<file path="config.mk">
export PLATFORM = sky130hd
export DESIGN_NAME = fb_scanout_reader
export DESIGN_NICKNAME = d
export VERILOG_FILES = /design/src/rtl/fb_pkg.sv /design/src/rtl/fb_sync_fifo.sv /design/src/rtl/fb_scanout_reader.sv
export SDC_FILE = /design/constraint.sdc
export NUM_CORES = 1
export LEC_CHECK = 0
export BUFFER_PORTS_ARGS = -buffer_cell sky130_fd_sc_hd__buf_4
export CAP_MARGIN = 10
export CORE_MARGIN = 2
export CORE_UTILIZATION = 61
export DETAILED_ROUTE_END_ITERATION = 10
export PLACE_DENSITY = 0.81
export SLEW_MARGIN = 5
export SYNTH_ARGS = -nofsm -noshare
export SYNTH_HDL_FRONTEND = slang
export SYNTH_HIERARCHICAL = 1
export SYNTH_SLANG_ARGS = --single-unit
export TNS_END_PERCENT = 50
</file>
<file path="constraint.sdc">
create_clock -name clk -period 4.62 [get_ports clk]
set_clock_uncertainty 0.15 [all_clocks]
set_input_delay 0.693 -clock clk [delete_from_list [all_inputs] [get_ports clk]]
set_output_delay 0.693 -clock clk [all_outputs]
set_load 0.03 [all_outputs]
</file>
<file path="src/rtl/fb_pkg.sv">
// fb_pkg: shared framebuffer geometry, scan-out state type and pixel helpers
package fb_pkg;
  localparam int unsigned FB_WIDTH = 320;
  localparam int unsigned FB_HEIGHT = 240;
  localparam logic [31:0] FB_BASE_ADDR = 32'h0001_0000;
  localparam int unsigned BYTES_PER_PIX = 4;
  typedef enum logic [1:0] {ST_IDLE, ST_FETCH, ST_DRAIN, ST_DONE} scan_state_e;
  function automatic logic [23:0] rgba_to_rgb(input logic [31:0] word);
    return word[31:8];
  endfunction
endpackage

</file>
<file path="src/rtl/fb_sync_fifo.sv">
// fb_sync_fifo: show-ahead synchronous FIFO with occupancy count
module fb_sync_fifo #(
  parameter int unsigned DEPTH = 8,
  parameter int unsigned WIDTH = 32
) (
  input  logic                       clk,
  input  logic                       rst,
  input  logic                       push,
  input  logic [WIDTH-1:0]           wdata,
  input  logic                       pop,
  output logic [WIDTH-1:0]           rdata,
  output logic [$clog2(DEPTH+1)-1:0] count
);
  localparam int unsigned AW = $clog2(DEPTH);
  localparam int unsigned CW = $clog2(DEPTH + 1);
  logic [WIDTH-1:0] mem_q [DEPTH];
  logic [AW-1:0] wr_ptr_q, wr_ptr_d, rd_ptr_q, rd_ptr_d;
  logic [CW-1:0] count_q, count_d;
  assign rdata = mem_q[rd_ptr_q];
  assign count = count_q;
  always_comb begin
    wr_ptr_d = wr_ptr_q + AW'(push);
    rd_ptr_d = rd_ptr_q + AW'(pop);
    count_d = count_q + CW'(push) - CW'(pop);
  end
  always_ff @(posedge clk) begin
    if (rst) begin
      wr_ptr_q <= '0;
      rd_ptr_q <= '0;
      count_q <= '0;
    end else begin
      wr_ptr_q <= wr_ptr_d;
      rd_ptr_q <= rd_ptr_d;
      count_q <= count_d;
    end
  end
  always_ff @(posedge clk) begin
    if (push) mem_q[wr_ptr_q] <= wdata;
  end
endmodule

</file>
<file path="src/rtl/fb_scanout_reader.sv">
// fb_scanout_reader: fetches one framebuffer frame over a req/gnt read port and streams RGB pixels
module fb_scanout_reader #(
  parameter int unsigned FB_WIDTH = fb_pkg::FB_WIDTH,
  parameter int unsigned FB_HEIGHT = fb_pkg::FB_HEIGHT,
  parameter logic [31:0] FB_BASE_ADDR = fb_pkg::FB_BASE_ADDR,
  parameter int unsigned FIFO_DEPTH = 8
) (
  input  logic        clk,
  input  logic        rst,
  input  logic        start,
  output logic        busy,
  output logic        frame_done,
  output logic        err,
  output logic        mem_req,
  output logic [31:0] mem_addr,
  input  logic        mem_gnt,
  input  logic        mem_rvalid,
  input  logic [31:0] mem_rdata,
  output logic        pix_valid,
  input  logic        pix_ready,
  output logic [23:0] pix_rgb,
  output logic        pix_sof,
  output logic        pix_eol
);
  import fb_pkg::*;
  localparam int unsigned NPIX = FB_WIDTH * FB_HEIGHT;
  localparam int unsigned IW = $clog2(NPIX + 1);
  localparam int unsigned XW = $clog2(FB_WIDTH + 1);
  localparam int unsigned YW = $clog2(FB_HEIGHT + 1);
  localparam int unsigned CW = $clog2(FIFO_DEPTH + 1);
  scan_state_e state_q, state_d;
  logic [IW-1:0] req_idx_q, req_idx_d, out_idx_q, out_idx_d;
  logic [XW-1:0] x_q, x_d;
  logic [YW-1:0] y_q, y_d;
  logic [CW-1:0] outst_q, outst_d, fifo_count;
  logic err_q, err_d;
  logic [31:0] fifo_head;
  logic fire, push, pop, at_eol;
  fb_sync_fifo #(.DEPTH(FIFO_DEPTH), .WIDTH(32)) u_fifo (
    .clk(clk),
    .rst(rst),
    .push(push),
    .wdata(mem_rdata),
    .pop(pop),
    .rdata(fifo_head),
    .count(fifo_count)
  );
  // Credit covers both buffered and in-flight words, so the FIFO can never overflow
  assign mem_req = state_q == ST_FETCH &&
                   (CW+1)'(outst_q) + (CW+1)'(fifo_count) < (CW+1)'(FIFO_DEPTH);
  assign mem_addr = FB_BASE_ADDR + 32'(req_idx_q) * 32'(BYTES_PER_PIX);
  assign fire = mem_req && mem_gnt;
  assign push = mem_rvalid && outst_q != '0;
  assign pop = pix_valid && pix_ready;
  assign at_eol = x_q == XW'(FB_WIDTH - 1);
  assign busy = state_q == ST_FETCH || state_q == ST_DRAIN;
  assign frame_done = state_q == ST_DONE;
  assign err = err_q;
  assign pix_valid = fifo_count != '0;
  assign pix_rgb = pix_valid ? rgba_to_rgb(fifo_head) : '0;
  assign pix_sof = pix_valid && x_q == '0 && y_q == '0;
  assign pix_eol = pix_valid && at_eol;
  always_comb begin
    state_d = state_q;
    req_idx_d = req_idx_q;
    out_idx_d = pop ? out_idx_q + 1'b1 : out_idx_q;
    x_d = pop ? (at_eol ? '0 : x_q + 1'b1) : x_q;
    y_d = pop && at_eol ? y_q + 1'b1 : y_q;
    outst_d = outst_q + CW'(fire) - CW'(push);
    err_d = err_q || (mem_rvalid && outst_q == '0);
    case (state_q)
      ST_IDLE: if (start) begin
        state_d = ST_FETCH;
        req_idx_d = '0;
        out_idx_d = '0;
        x_d = '0;
        y_d = '0;
      end
      ST_FETCH: if (fire) begin
        req_idx_d = req_idx_q + 1'b1;
        state_d = req_idx_q == IW'(NPIX - 1) ? ST_DRAIN : ST_FETCH;
      end
      ST_DRAIN: state_d = out_idx_d == IW'(NPIX) ? ST_DONE : ST_DRAIN;
      default: state_d = ST_IDLE;
    endcase
  end
  always_ff @(posedge clk) begin
    if (rst) begin
      state_q <= ST_IDLE;
      req_idx_q <= '0;
      out_idx_q <= '0;
      x_q <= '0;
      y_q <= '0;
      outst_q <= '0;
      err_q <= 1'b0;
    end else begin
      state_q <= state_d;
      req_idx_q <= req_idx_d;
      out_idx_q <= out_idx_d;
      x_q <= x_d;
      y_q <= y_d;
      outst_q <= outst_d;
      err_q <= err_d;
    end
  end
endmodule

</file>
==> reports/results.tsv, run 1 <==
stage	metric	value	unit
detailed_routing	Wirelength per Cell	19.9	um
detailed_routing	total number of vias	6400	
placed_design	worst slack, placed	1.01	ns
power	cell internal pwr	4.63	mW
detailed_routing	post-route ant nets	0	
detailed_routing	DRC	0	
cts	Root Buffer	clkbuf_16	
cells_and_area	fillers	1172	
timing	setup tns final	0	ns
placed_design	Inst Count DP	1042	
floorplanning	die area	19800	um2
synthesis	Post-Synthesis Cells	762	
timing	RSZ-0062 raised after global routing	false	
cts	Post-CTS Hold Buffers	0	
cts	clock latency on the worst-skew pair	0.53	ns
placed_design	HPWL after detailed placement	13.4	mm
global_routing	first-pass GRT wire length	34.2	mm
floorplanning	Core Box Area	18500	um2
setup_path	crit start category	flop	
cts	CTS tree	yes	
floorplanning	io pins	101	
global_routing	vias in the first global route	6554	
setup_path	critical path capture point type	output port	
status	status	finished, final reports clean	
cells_and_area	antenna cell count	0	
timing	Final WS setup	1.00	ns
floorplanning	die height	141	um
power	Sequential Power Share	0.426	
timing	period utilisation layout	0.784	
timing	f_max	276	MHz
floorplanning	Cell Rows	50	
detailed_routing	first drt pass iteration count	4	
cells_and_area	Final nets	904	
synthesis	syn avg cell area	15.0	um2
timing	hold slack	0.236	ns
power	logic gate share of total power	0.288	
global_routing	gr usage total	0.222	
cells_and_area	layout cells sized above 1	0.202	
flow_run	max-cap violations	0	
cts	cts bufs inserted	26	
cts	setup bufs post-CTS	0	
power	Peak VDD IR	0.314	mV
timing	worst-margin pin slew	1.15	ns
power	Sw Share	0.305	
setup_path	WP data arrival	2.78	ns
setup_path	critical setup path kind	flop to output port	
global_routing	antenna violations before repair	0	
synthesis	synth warn	6	
power	PD cells	518	nW/um2
timing	# setup viols final	0	
cts	Reg clk slew, reported paths	0.06	ns
cells_and_area	footprint of the multi-input gates	3880	um2
power	Clock Power Share	0.286	
global_routing	largest net degree at the start of global routing	50	
placed_design	Buffers on Ports	78	
detailed_routing	drt first-iter violations	421	
synthesis	Syn Std Cell Area	11400	um2
power	Net Sw Power	2.04	mW
floorplanning	initial core utilization	0.616	
setup_path	CP required	3.78	ns
cts	worst-case clock buffer depth	3	
timing	Final min period	3.62	ns
power	P_leak	4.61	nW
timing	Hold Vio Cnt, Final	0	
setup_path	R2R setup slack	1.01	ns
global_routing	gr ovfl total	0	
detailed_routing	Via density	5.87	
cells_and_area	Sequential cell area	7130	um2
floorplanning	Die X	141	um
worst_hold_path	worst hold path class	primary input to flop	
setup_path	Worst Path Max Fanout	24	
cells_and_area	final cell count without fillers	1090	
cts	Resized cells post-CTS	0	
power	total power	6.67	mW
timing	Worst slew margin	0.234	
timing	fin. max-slew vios	0	
placed_design	GPL Wtd Cong	0.846	
detailed_routing	Post-Route WL	21.7	mm
cts	clock sink count	260	
cts	H-tree Lvls	1	
cells_and_area	Area Growth Syn to Fin	12.8	%
worst max-delay path, stage by stage (launching register included):
cell,delay (ns)
dfxtp_2,0.57
buf_4,0.46
mux4_1,0.62
mux2_2,0.30
and2_1,0.14
buf_4,0.16
state kept, by name, indices dropped and copies added (netlist names):
register / cells
err: 1
out_idx_q: 17
outst_q: 4
req_idx_q: 17
state_q: 2
u_fifo/count: 4
u_fifo/mem_q: 192
u_fifo/rd_ptr_q: 3
u_fifo/wr_ptr_q: 3
x_q: 9
y_q: 8
cell type report:
class,count,share of cell area
Timing Repair Buffer,92,0.0536
Clock inverter,9,0.00398
Multi-Input combinational cell,430,0.301
Tap cell,234,0.0227
Clock buffer,39,0.0567
Sequential cell,260,0.554
Inverter,26,0.00777
metrics by stage:
step / cell area (um2) / util
CTS: 12900 / 0.695
global route: 12900 / 0.695
global placement: 12100 / 0.653
detailed placement: 12100 / 0.653
finish: 12900 / 0.695
floorplan: 11500 / -
power by group through the flow:
stage	registers (mW)	clock network, mW	logic, mW
floorplan	2.82	0	1.43
global placement	2.87	0	1.85
detailed placement	2.89	0	1.91
CTS	2.84	1.94	1.94
global route	2.86	2.04	2.07
finish	2.84	1.91	1.92
final timing paths:
path	startpoint	endpoint	cells past startpoint
worst max-delay path	u_fifo/rd_ptr_q[0]	pix_rgb[10]	5
worst min-delay path	mem_rdata[17]	u_fifo/mem_q[5][17]	1
worst max register to register	u_fifo/count[1]	state_q[0]	9
worst min register to register	err	err	2
routing by layer:
metal | part of all wire | vias to the layer above | track usage
met1 | 0.40 | 3181 | 0.279
met3 | 0.061 | 42 | 0.0357
met5 | 0 | - | 0
met4 | 0.021 | 0 | 0.0679
met2 | 0.52 | 204 | 0.398
li1 | - | 2973 | -
placed cells by master, fill, tap and decap left out, types with 3 or more instances in the layout:
| cell type | instances |
|---|---|
| inv_1 | 24 |
| nor2_1 | 66 |
| mux4_1 | 43 |
| clkbuf_8 | 3 |
| clkbuf_16 | 26 |
| nand4_1 | 18 |
| clkinv_1 | 4 |
| nor3_1 | 6 |
| dfxtp_1 | 66 |
| a21o_1 | 3 |
| clkinv_2 | 4 |
| nor3b_1 | 5 |
| nand2b_1 | 5 |
| mux4_2 | 5 |
| xor2_1 | 35 |
| and2_1 | 24 |
| nand3_1 | 20 |
| xnor2_1 | 19 |
| edfxtp_1 | 192 |
| nor2b_1 | 8 |
| ha_1 | 28 |
| nor4_1 | 7 |
| nor2_2 | 6 |
| a31oi_1 | 3 |
| buf_4 | 92 |
| mux2_2 | 25 |
| and3_1 | 11 |
| a21oi_1 | 11 |
| clkbuf_1 | 10 |
| conb_1 | 14 |
| nand2_1 | 32 |
| o21ai_0 | 3 |
No activity file was read; power rests on OpenSTA's default activity.
==> run 2, diff against run 1 <==
- CORE_UTILIZATION: 61 -> 55
- PLACE_DENSITY: 0.81 -> 0.77
- clock period: 4.62 -> 3.05 ns (I/O delays scaled with it)
==> run 2 against run 1 <==
  * The flow now finishes with violations (setup timing)
  * Utilization is 3.5 points lower
  * Design area increased by 4.1%
  * Register-to-register slack worse by 0.79 ns
  * Highest routed layer unchanged
  * Clock-buffer cell count decreased by 10
  * Flip-flop and latch count is the same
==> reports/results.tsv, run 2 (synthesis gave the netlist of run 1 again) <==
stage	metric	value	unit
placed_design	Inst Count DP	1088	
placed_design	GPL Wtd Cong	0.782	
placed_design	HPWL after detailed placement	12.7	mm
placed_design	worst slack, placed	0.214	ns
setup_path	CP required	2.44	ns
cells_and_area	Largest regs	u_fifo/mem_q: 192 flops, out_idx_q: 17 flops, req_idx_q: 17 flops	
floorplanning	io pins	101	
setup_path	critical setup path kind	flop to output port	
cells_and_area	layout cells sized above 1	0.216	
setup_path	crit start category	flop	
global_routing	Global Route met1 Usage	0.259	
status	failing checks	setup timing	
cts	Reg clk slew, reported paths	0.06	ns
global_routing	GRT busiest layer	met2	
timing	setup tns final	-0.0903	ns
cells_and_area	Area Growth Syn to Fin	17.5	%
cells_and_area	max reg flops	192	
cells_and_area	Final nets	934	
cts	worst-case clock buffer depth	3	
setup_path	critical-path cell list	clkbuf_16, mux4_1, mux2_2, and2_1, buf_4	
cells_and_area	most flop-heavy register	u_fifo/mem_q	
cells_and_area	antenna cell count	0	
flow_run	max-cap violations	0	
timing	Final min period	3.14	ns
detailed_routing	Via density	5.59	
setup_path	critical path capture point type	output port	
setup_path	Worst Path Max Fanout	19	
cts	Root Buffer	clkbuf_16	
detailed_routing	Post-Route WL	22.6	mm
global_routing	vias in the first global route	6355	
cts	CTS tree	yes	
floorplanning	die area	21900	um2
cts	clock latency on the worst-skew pair	0.52	ns
timing	f_max	318	MHz
floorplanning	Cell Rows	52	
setup_path	Top delay family on crit path	multiplexers	
floorplanning	die height	148	um
cells_and_area	most frequent cells in the layout	edfxtp_1 (192), buf_4 (96), nor2_1 (66), dfxtp_1 (66), mux4_1 (43)	
cts	cts bufs inserted	26	
setup_path	Crit-path slowest cell	mux4_1	
floorplanning	Die X	148	um
timing	Final WS setup	-0.0903	ns
detailed_routing	post-route ant nets	0	
global_routing	met3 Usage GRT	0.0337	
floorplanning	initial core utilization	0.562	
detailed_routing	first drt pass iteration count	5	
status	status	finished, violations left	
cells_and_area	final cell count without fillers	1154	
cts	setup bufs post-CTS	0	
timing	period utilisation layout	1.03	
timing	Worst slew margin	0.583	
global_routing	M2 GR Usage	0.345	
setup_path	CP Buf/Inv Count	2	
worst_hold_path	worst hold path class	primary input to flop	
power	PD cells	799	nW/um2
floorplanning	Core Box Area	20300	um2
detailed_routing	Wirelength per Cell	19.6	um
timing	Hold Vio Cnt, Final	0	
cts	clock sink count	260	
setup_path	CP peak stage delay	0.70	ns
timing	fin. max-slew vios	0	
global_routing	antenna violations before repair	1	
global_routing	first-pass GRT wire length	33.8	mm
power	Peak VDD IR	0.446	mV
cells_and_area	commonest non-fill, non-tap cell in the layout	edfxtp_1	
cts	H-tree Lvls	1	
setup_path	WP data arrival	2.53	ns
global_routing	gr usage total	0.198	
timing	worst-margin pin slew	0.619	ns
global_routing	gr ovfl total	0	
power	P_leak	4.83	nW
global_routing	largest net degree at the start of global routing	39	
placed_design	Buffers on Ports	78	
detailed_routing	total number of vias	6453	
timing	# setup viols final	1	
detailed_routing	drt first-iter violations	406	
detailed_routing	DRC	0	
==> run 2: final cells by class <==
cell class / instances / area, um2
clock buffers: 29 / 662
clock inverters: 17 / 228
fillers: 1405 / 6890
inverters: 26 / 100
multi-input cells: 430 / 3890
flip-flops and latches: 260 / 7130
well taps: 270 / 338
repair buffers: 122 / 1060
==> run 2: worst reg2reg max path: stages, from the launching register on <==
cell       delay [ns]
dfxtp_1          0.39
nor4_4           0.32
inv_2            0.08
nand2_4          0.13
inv_4            0.05
a2111oi_4        0.32
a41oi_1          0.08
or4_1            0.42
or4b_1           0.53
o32ai_1          0.27
==> run 2: metrics by stage <==
stage / cell area (um2) / power, mW / utilization / hold WS (ns)
floorplan: 11500 / 6.43 / - / 0.307
global placement: 12300 / 7.28 / 0.605 / 0.302
detailed placement: 12300 / 7.36 / 0.605 / 0.333
CTS: 13400 / 10.7 / 0.658 / 0.000159
global route: 13400 / 11.2 / 0.661 / 0.00391
finish: 13400 / 10.7 / 0.661 / 0.0195
==> run 2: layer usage <==
metal	up-vias	share of wire	wire length (um)
li1	3044	-	-
met1	3183	0.43	9710
met2	197	0.50	11300
met3	29	0.056	1260
met4	0	0.016	359
met5	-	0	0
==> run 2: worst paths after layout <==
path / start / to / slack (ns) / cells past startpoint
setup / recovery: u_fifo/rd_ptr_q[0] / pix_rgb[12] / -0.09 / 5
hold / removal: mem_rdata[10] / u_fifo/mem_q[2][10] / 0.02 / 1
setup reg to reg: u_fifo/count[1] / state_q[0] / 0.22 / 9
hold reg to reg: x_q[1] / x_q[1] / 0.34 / 2
==> run 2: what timing repair did <==
| item | CTS | global route |
|---|---|---|
| endpoints found under the setup margin | 0 | 6 |
| hold buffers | 18 | 0 |
| resized for setup | 0 | 2 |
| endpoints found under the hold margin | 129 | 0 |
==> run 2: report_power, final <==
part | leakage [nW] | switching (mW) | internal [mW] | total, mW
Clock | 0.435 | 1.30 | 1.99 | 3.29
Sequential | 2.29 | 0.171 | 4.09 | 4.26
Combinational | 2.10 | 1.75 | 1.42 | 3.16
==> run 3, diff against run 2 <==
- CORE_MARGIN: 2 -> 8
==> run 3 against run 2 <==
  * The flow now finishes without violations
  * Sequential share of layout area is 0.52 points higher
  * Total power is 3.4% lower
  * Design area is 1.0% lower
  * Cell count stayed put
  * First-iteration DRC count is 28% lower
  * Flip-flop and latch count stayed put
  * Die area is 17% higher
  * Global-route usage is 3.1 points lower
  * Clock power is 7.0% lower
==> reports/results.tsv, run 3 (synthesis gave the netlist of run 1 again) <==
stage	metric	value	unit
timing	RSZ-0062 raised after global routing	false	
setup_path	CP Buf/Inv Count	2	
timing	# setup viols final	0	
timing	Final WS setup	0.105	ns
global_routing	gr ovfl total	0	
detailed_routing	drt first-iter violations	291	
cells_and_area	Layout Utilization	0.654	
cts	worst-case clock buffer depth	3	
timing	setup tns final	0	ns
power	Net Sw Power	3.15	mW
setup_path	R2R setup slack	0.23	ns
global_routing	first-pass GRT wire length	34.5	mm
cts	Resized cells post-CTS	0	
power	logic gate share of total power	0.296	
detailed_routing	Wirelength per Cell	18.7	um
cts	cts bufs inserted	26	
cells_and_area	Area Growth Syn to Fin	16.3	%
timing	Hold Vio Cnt, Final	0	
setup_path	critical setup path kind	flop to output port	
setup_path	Crit-path slowest cell	mux4_1	
setup_path	Top delay family on crit path	multiplexers	
global_routing	vias in the first global route	6572	
cts	H-tree Lvls	1	
power	PD cells	780	nW/um2
global_routing	antenna violations before repair	0	
detailed_routing	total number of vias	6409	
placed_design	Buffers on Ports	78	
setup_path	CP peak stage delay	0.60	ns
setup_path	CP required	2.44	ns
floorplanning	io pins	101	
detailed_routing	Via density	5.55	
global_routing	largest net degree at the start of global routing	29	
timing	fin. max-slew vios	0	
worst_hold_path	hold depth	1	
worst_hold_path	HP Start	mem_rdata[20]	
detailed_routing	post-route ant nets	0	
cts	clock sink count	260	
cts	clock latency on the worst-skew pair	0.53	ns
placed_design	HPWL after detailed placement	13.2	mm
cts	Root Buffer	clkbuf_16	
floorplanning	initial core utilization	0.562	
power	P_leak	4.77	nW
timing	hold slack	0.0123	ns
floorplanning	Core Box Area	20300	um2
setup_path	crit start category	flop	
setup_path	reg2reg path depth	9	
detailed_routing	DRC	0	
power	Clock Power Share	0.296	
timing	f_max	340	MHz
floorplanning	Cell Rows	52	
placed_design	worst slack, placed	0.228	ns
setup_path	reg2reg end	state_q[0]	
power	Peak VDD IR	0.436	mV
cells_and_area	max reg flops	192	
power	cell internal pwr	7.20	mW
floorplanning	Die X	160	um
setup_path	critical path capture point type	output port	
cts	CTS tree	yes	
detailed_routing	Post-Route WL	21.6	mm
timing	Worst slew margin	0.557	
cts	Reg clk slew, reported paths	0.06	ns
worst_hold_path	worst hold path class	primary input to flop	
setup_path	Worst Path Max Fanout	21	
cells_and_area	layout cells sized above 1	0.217	
setup_path	Crit Reg-Reg Startpoint	u_fifo/count[1]	
status	status	finished, final reports clean	
cells_and_area	Final nets	931	
global_routing	gr usage total	0.167	
setup_path	critical-path cell list	buf_12, mux4_1, mux2_2, and2_1, buf_4	
power	Sw Share	0.304	
setup_path	WP data arrival	2.34	ns
timing	Final min period	2.95	ns
timing	period utilisation layout	0.966	
cells_and_area	most flop-heavy register	u_fifo/mem_q	
timing	worst-margin pin slew	0.661	ns
cells_and_area	commonest non-fill, non-tap cell in the layout	edfxtp_1	
floorplanning	die area	25600	um2
cells_and_area	Largest regs	u_fifo/mem_q: 192 flops, out_idx_q: 17 flops, req_idx_q: 17 flops	
floorplanning	die height	160	um
placed_design	GPL Wtd Cong	0.785	
flow_run	max-cap violations	0	
worst_hold_path	Hold EP	u_fifo/mem_q[0][20]	
power	Sequential Power Share	0.409	
cts	setup bufs post-CTS	0	
setup_path	Crit. path cell count	5	
detailed_routing	first drt pass iteration count	4	
cells_and_area	most frequent cells in the layout	edfxtp_1 (192), buf_4 (99), nor2_1 (66), dfxtp_1 (66), mux4_1 (43)	
==> run 3: changes by cell type in the layout (fill, tap and decap cells not counted), moves of 2 or more <==
cell,delta
clkinv_2,+3
buf_4,+3
clkbuf_16,-2
clkinvlp_4,+2
dlygate4sd3_1,-2
bufinv_16,-3
==> run 3: metrics by stage <==
| stage | cells | cell area (um2) | power, mW |
|---|---|---|---|
| finish | 1154 | 13300 | 10.4 |
| floorplan | 775 | 11500 | 6.43 |
| detailed placement | 1089 | 12300 | 7.37 |
| global route | 1153 | 13300 | 10.8 |
| global placement | 1089 | 12300 | 7.28 |
| CTS | 1153 | 13300 | 10.5 |
==> run 3: per-layer routing <==
layer,GRT usage,wire [um],vias to the layer above
met5,0,0,-
met4,0.0489,314,0
met3,0.0347,1090,26
met2,0.293,10900,168
met1,0.205,9300,3177
li1,-,-,3038
==> run 3: timing repair <==
item | in CTS | in global routing
endpoints found under the hold margin | 106 | 0
hold buffers | 16 | 0
endpoints found under the setup margin | 0 | 0
==> run 3: cell type report <==
cell class	count	area [um2]
inverter	26	100
clock buffer	29	672
tap	270	338
antenna	1	2.50
timing repair buffer	119	983
clock inverter	19	163
multi-input combinational	430	3890
sequential	260	7130
fill	1440	7020
==> run 3: worst register-to-register path, cell delays in order (launching register included) <==
cell       delay, ns
dfxtp_1         0.39
nor4_4          0.31
inv_2           0.09
nand2_4         0.12
inv_4           0.05
a2111oi_4       0.32
a41oi_1         0.08
or4_1           0.42
or4b_1          0.53
o32ai_1         0.27
==> run 3: worst max path at each step <==
stage                                   from                  end  slack [ns]
after CTS                 u_fifo/rd_ptr_q[0]          pix_rgb[13]        0.07
after floorplan                   outst_q[2]  u_fifo/mem_q[2][10]       -0.30
after detailed placement     u_fifo/count[1]           state_q[0]        0.23
after global placement       u_fifo/count[1]           state_q[0]        0.30
after global routing      u_fifo/rd_ptr_q[0]          pix_rgb[13]        0.02
final                     u_fifo/rd_ptr_q[0]          pix_rgb[14]        0.10
==> run 3: power by group through the flow <==
stage	registers, mW	logic, mW	clock network [mW]
2_1_floorplan	4.26	2.16	0
3_3_place_gp	4.29	2.99	0
3_5_place_dp	4.30	3.06	0
4_1_cts	4.23	3.10	3.12
5_1_grt	4.25	3.30	3.27
6_report	4.23	3.06	3.06
